--- config.mk ---
export PLATFORM = sky130hd
export DESIGN_NAME = sine_dds_quarter
export DESIGN_NICKNAME = d
export VERILOG_FILES = /design/src/rtl/sine_dds_quarter.sv
export SDC_FILE = /design/constraint.sdc
export NUM_CORES = 1
export LEC_CHECK = 0
export ABC_CLOCK_PERIOD_IN_PS = 10520
export CAP_MARGIN = 40
export CORE_MARGIN = 2
export CORE_UTILIZATION = 58
export DETAILED_ROUTE_END_ITERATION = 7
export DONT_BUFFER_PORTS = 1
export HOLD_SLACK_MARGIN = 0.05
export PLACE_DENSITY = 0.7
export SYNTH_ARGS = -nofsm -noshare
export SYNTH_HDL_FRONTEND = slang
export SYNTH_SLANG_ARGS = --single-unit
--- constraint.sdc ---
create_clock -name clk50m -period 10.52 [get_ports clk50m]
set_clock_uncertainty 0.15 [all_clocks]
set_input_delay 1.578 -clock clk50m [delete_from_list [all_inputs] [get_ports clk50m]]
set_output_delay 1.578 -clock clk50m [all_outputs]
set_load 0.05 [all_outputs]
--- src/rtl/sine_dds_quarter.sv ---
// sine_dds_quarter: DDS sample source using a phase accumulator, a quarter-wave ROM
// with quadrant symmetry, and 8-bit amplitude scaling. Produces offset-binary samples.
module sine_dds_quarter #(
    parameter int unsigned PHASE_W = 24,
    parameter int unsigned QADDR_W = 10,
    parameter int unsigned DATA_W  = 16,
    parameter int unsigned ROM_LAT = 1
) (
    input  logic               clk50m,
    input  logic               rst_n,
    input  logic               en,
    input  logic               phase_clr,
    input  logic [PHASE_W-1:0] fword,
    input  logic [7:0]         amp,
    output logic [QADDR_W-1:0] rom_addr,
    input  logic [DATA_W-2:0]  rom_q,
    output logic [DATA_W-1:0]  sample,
    output logic               sample_vld
);

    localparam int unsigned MAG_W   = DATA_W - 1;
    localparam int unsigned PROD_W  = MAG_W + 9;
    localparam int unsigned PIPE_W  = ROM_LAT + 1;
    localparam logic [DATA_W-1:0] MID = {1'b1, {(DATA_W-1){1'b0}}};

    logic [PHASE_W-1:0] phase;
    logic               ph_vld;
    logic [PIPE_W-1:0]  vpipe;
    logic [PIPE_W-1:0]  spipe;
    logic [PROD_W-1:0]  prod;
    logic               prod_vld;
    logic               prod_sign;

    logic [1:0]         quad_c;
    logic [QADDR_W-1:0] idx_c;
    logic [QADDR_W-1:0] addr_c;
    logic [8:0]         amp_p1_c;
    logic [DATA_W-1:0]  mag_c;

    // Quadrant decode: odd quadrants mirror the index, upper half is negative.
    always_comb begin
        quad_c   = phase[PHASE_W-1 -: 2];
        idx_c    = phase[PHASE_W-3 -: QADDR_W];
        addr_c   = quad_c[0] ? ~idx_c : idx_c;
        amp_p1_c = {1'b0, amp} + 9'd1;
        mag_c    = DATA_W'(prod >> 8);
    end

    // Phase accumulator; clear wins over enable.
    always_ff @(posedge clk50m) begin
        if (!rst_n) begin
            phase  <= '0;
            ph_vld <= 1'b0;
        end else if (phase_clr) begin
            phase  <= '0;
            ph_vld <= 1'b0;
        end else begin
            ph_vld <= en;
            if (en) begin
                phase <= phase + fword;
            end
        end
    end

    // ROM address register plus valid/sign delay line matching ROM latency.
    always_ff @(posedge clk50m) begin
        if (!rst_n) begin
            rom_addr <= '0;
            vpipe    <= '0;
            spipe    <= '0;
        end else begin
            rom_addr <= addr_c;
            spipe    <= {spipe[PIPE_W-2:0], quad_c[1]};
            if (phase_clr) begin
                vpipe <= '0;
            end else begin
                vpipe <= {vpipe[PIPE_W-2:0], ph_vld};
            end
        end
    end

    // Amplitude multiply on ROM data.
    always_ff @(posedge clk50m) begin
        if (!rst_n) begin
            prod      <= '0;
            prod_vld  <= 1'b0;
            prod_sign <= 1'b0;
        end else begin
            prod      <= PROD_W'(rom_q) * PROD_W'(amp_p1_c);
            prod_sign <= spipe[PIPE_W-1];
            prod_vld  <= phase_clr ? 1'b0 : vpipe[PIPE_W-1];
        end
    end

    // Offset-binary output; sample holds when no valid token arrives.
    always_ff @(posedge clk50m) begin
        if (!rst_n) begin
            sample     <= MID;
            sample_vld <= 1'b0;
        end else begin
            sample_vld <= prod_vld && !phase_clr;
            if (prod_vld && !phase_clr) begin
                sample <= prod_sign ? (MID - mag_c) : (MID + mag_c);
            end
        end
    end

endmodule

==> flow_summary.yaml <==
outcome:
  outcome: "finished, final reports clean"
yosys:
  synthDominantAreaCellType: "fa_1"
  synthesis.instances: 901
  synth.top_cells.by_area: "fa_1 (23%), dfxtp_1 (19%), ha_1 (10%)"
  seq_area_frac_synth_pct: 18.7
  synth_top_area_share_pct: 23.2
  syn_area_um2: 7920
  syn_nets: 1109
  synth-async-reset-ratio_pct: 0
  synth.distinct_cells: 61
  synth_common_cells: "inv_1 (125), nand2_1 (113), fa_1 (92), and2_1 (85), dfxtp_1 (74)"
  number_of_synthesized_flops_with_an_enable_pin: 0
  ys_dominant_reg_cell: "dfxtp_1"
  synthMostInstantiatedCell: "inv_1"
  synthesis.area_per_instance_um2: 8.79
  ys_seq_elements: 74
  synth.yosys.warnings: 0
power_and_ir_drop:
  p_clk_share_pct: 17.8
  irDropWorstVdd_mv: 0.103
  power.switching_mw: 0.667
  sequentialPowerShare_pct: 22.2
  power.combinational.fraction_pct: 60.0
  internal-power_mw: 0.906
  switching_share_pct: 42.4
  total_leakage_power_nw: 4.21
  total_power_mw: 1.57
  p_per_area_nw_per_um2: 188
route:
  viasPerCell: 5.48
  drc: 0
  routed_wl_mm: 16.2
  detail_route.wl_per_cell_um: 15.1
  drt_first_iter_violations: 303
  vias: 5865
  firstDrtPassIters: 7
  drtAntennaViolNets: 0
job:
  count_of_max_cap_constraint_violations: 0
floorplanning:
  fp-row-count: 42
  dieWidth_um: 121
  core_area_um2: 13300
  floorplan.initialDensity_pct: 59.6
  die_h_um: 121
  io-pin-count: 78
  die-area_um2: 14600
setup_path:
  critPathRequiredTime_ns: 10.60
  path_class: "in2reg"
  r2r_setup_slack_ns: 7.83
  critical_path_peak_fanout: 9
  critical_path.reg2reg.startpoint: "phase[0]"
  setup.worst_path.end_class: "register"
  timing.critical_path.from: "amp[1]"
  worst_setup_path_start_kind: "input pin"
  cp_data_arrival_time_ns: 6.75
placed_design:
  portBuffers: 0
  place.detailed.hpwl_mm: 13.3
  placement.setup.worst_slack_ns: 3.39
  place_area_um2: 8100
  routabilityCongestion: 0.921
sta:
  slew_headroom_pct: 47.2
  worst_slack_ns: 3.85
  setup_viol: 0
  final.setup.tns_ns: 0
  worstMarginPinSlew_ns: 0.791
  period_minus_slack_ns: 6.67
  max_freq_ghz: 0.150
  timing.final.max_slew_violations: 0
  hold_viol_final: 0
  unrepaired_setup_endpoints_after_global_routing: "no"
  fin_crit_sh_pct: 63.4
min_path:
  hold_path_startpoint: "ph_vld"
  worstHoldPathType: "reg2reg"
clock_network:
  cts_tree: "built"
  cts-root-to-sink-buffers: 2
  post_cts.resized_instances: 0
  clock_latency_ns: 0.33
  clkSlewWorstSetupHoldPaths_ns: 0.06
  cts_sinks: 74
  cts_hold_repair.buffers: 0
  cts_root_buffer: "clkbuf_16"
  cts_post_setup_buffers_inserted: 0
  htree_depth: 3
  cts-buffers-inserted: 9
grt:
  grt_remaining_overflow: 0
  grt_start_max_net_pins: 54
  vias_in_the_first_global_route: 5967
  grt_util_all_layers_pct: 23.7
  antenna_found_initial: 0
  global_route_wire_length_before_repair_mm: 28.2
final_layout:
  num-fill-cells: 1165
  area_delta_synth_final_pct: 5.80
  num-nets-final: 1097
  layout-drive-gt1-share_pct: 4.03
  antenna_cells_inserted: 0
  design_area_um2: 8380
==> cell type report <==
| class | instances | area, um^2 | share of cell area (%) |
|---|---|---|---|
| sequential | 74 | 1480 | 17.7 |
| multi-input combinational | 671 | 5860 | 69.9 |
| clock buffer | 9 | 225 | 2.69 |
| inverter | 125 | 469 | 5.60 |
| timing repair buffer | 8 | 75.1 | 0.896 |
| clock inverter | 7 | 52.6 | 0.627 |
| tap | 176 | 220 | 2.63 |
==> worst max-delay path, stage by stage <==
cell,delay [ns]
and3_1,0.13
nand3_1,0.11
xnor2_1,0.57
buf_4,0.28
and2_1,0.16
fa_1,0.41
fa_1,0.48
fa_1,0.54
inv_1,0.05
fa_1,0.53
inv_1,0.05
ha_1,0.36
a21o_1,0.21
a21o_1,0.23
a22oi_2,0.23
a211o_1,0.27
nor2b_1,0.08
or3_1,0.30
and3_1,0.18
==> cells in the final DEF, fill, tap and decap left out, types with 8 or more instances in the layout <==
cell,Yosys,layout
fa_1,92,92
xnor2_1,19,19
and2_1,85,85
clkbuf_16,0,9
nand3_1,17,17
xor2_1,35,35
ha_1,65,65
o211ai_1,8,8
nand2_1,113,113
nor2b_1,9,8
nand2b_1,16,16
a21o_1,13,13
o211a_1,14,14
nor2_1,28,28
mux2i_1,18,18
o21ai_0,21,21
nor3_1,8,8
a21oi_1,25,25
and3_1,8,8
inv_1,125,125
dfxtp_1,74,74
==> power groups by stage <==
stage	registers [mW]	clock network (mW)	logic (mW)
floorplan	0.346	0	0.773
global placement	0.355	0	0.912
detailed placement	0.356	0	0.952
CTS	0.349	0.286	0.957
global route	0.354	0.298	1.10
finish	0.349	0.280	0.944
==> sequential cells by signal (all words and copies together) (netlist names) <==
signal	flops
prod_vld	1
sample	16
prod_sign	1
ph_vld	1
phase	24
spipe	2
vpipe	2
sample_vld	1
prod	16
rom_addr	10
==> path summary, 6_finish.rpt <==
path          endpoint  depth (start not counted)
max reg2reg  phase[12]                         10
min           vpipe[0]                          1
min reg2reg   vpipe[0]                          1
max           prod[15]                         19
==> logic make-up (layout without fill, tap and decap cells) <==
family / count (synthesis) / after routing / synth area share [%]
and+or+nand+nor: 309 / 309 / 19.8
adders and majority gates: 157 / 157 / 33.5
buffers and inverters: 156 / 149 / 7.39
AOI/OAI and AO/OA: 133 / 133 / 12.3
DFF: 74 / 74 / 18.7
xor gates and xnor gates: 54 / 54 / 5.97
muxes: 18 / 18 / 2.27
==> per-stage QoR <==
stage | hold slack, ns | cells | utilization [%]
floorplan | 0.256 | 901 | -
CTS | 0.279 | 1069 | 63.0
global route | 0.289 | 1070 | 63.1
global placement | 0.261 | 1047 | 60.5
finish | 0.276 | 1070 | 63.1
detailed placement | 0.266 | 1053 | 60.9
==> per-layer routing <==
layer  GRT usage (%)  share of wire (%)  up-vias
li1                -                  -     2900
met1            31.7                 46     2788
met2            40.0                 47      154
met3            3.76                6.1       23
met4            6.03                1.3        0
met5               0                  0        -
(Power assumes the default switching activity.)
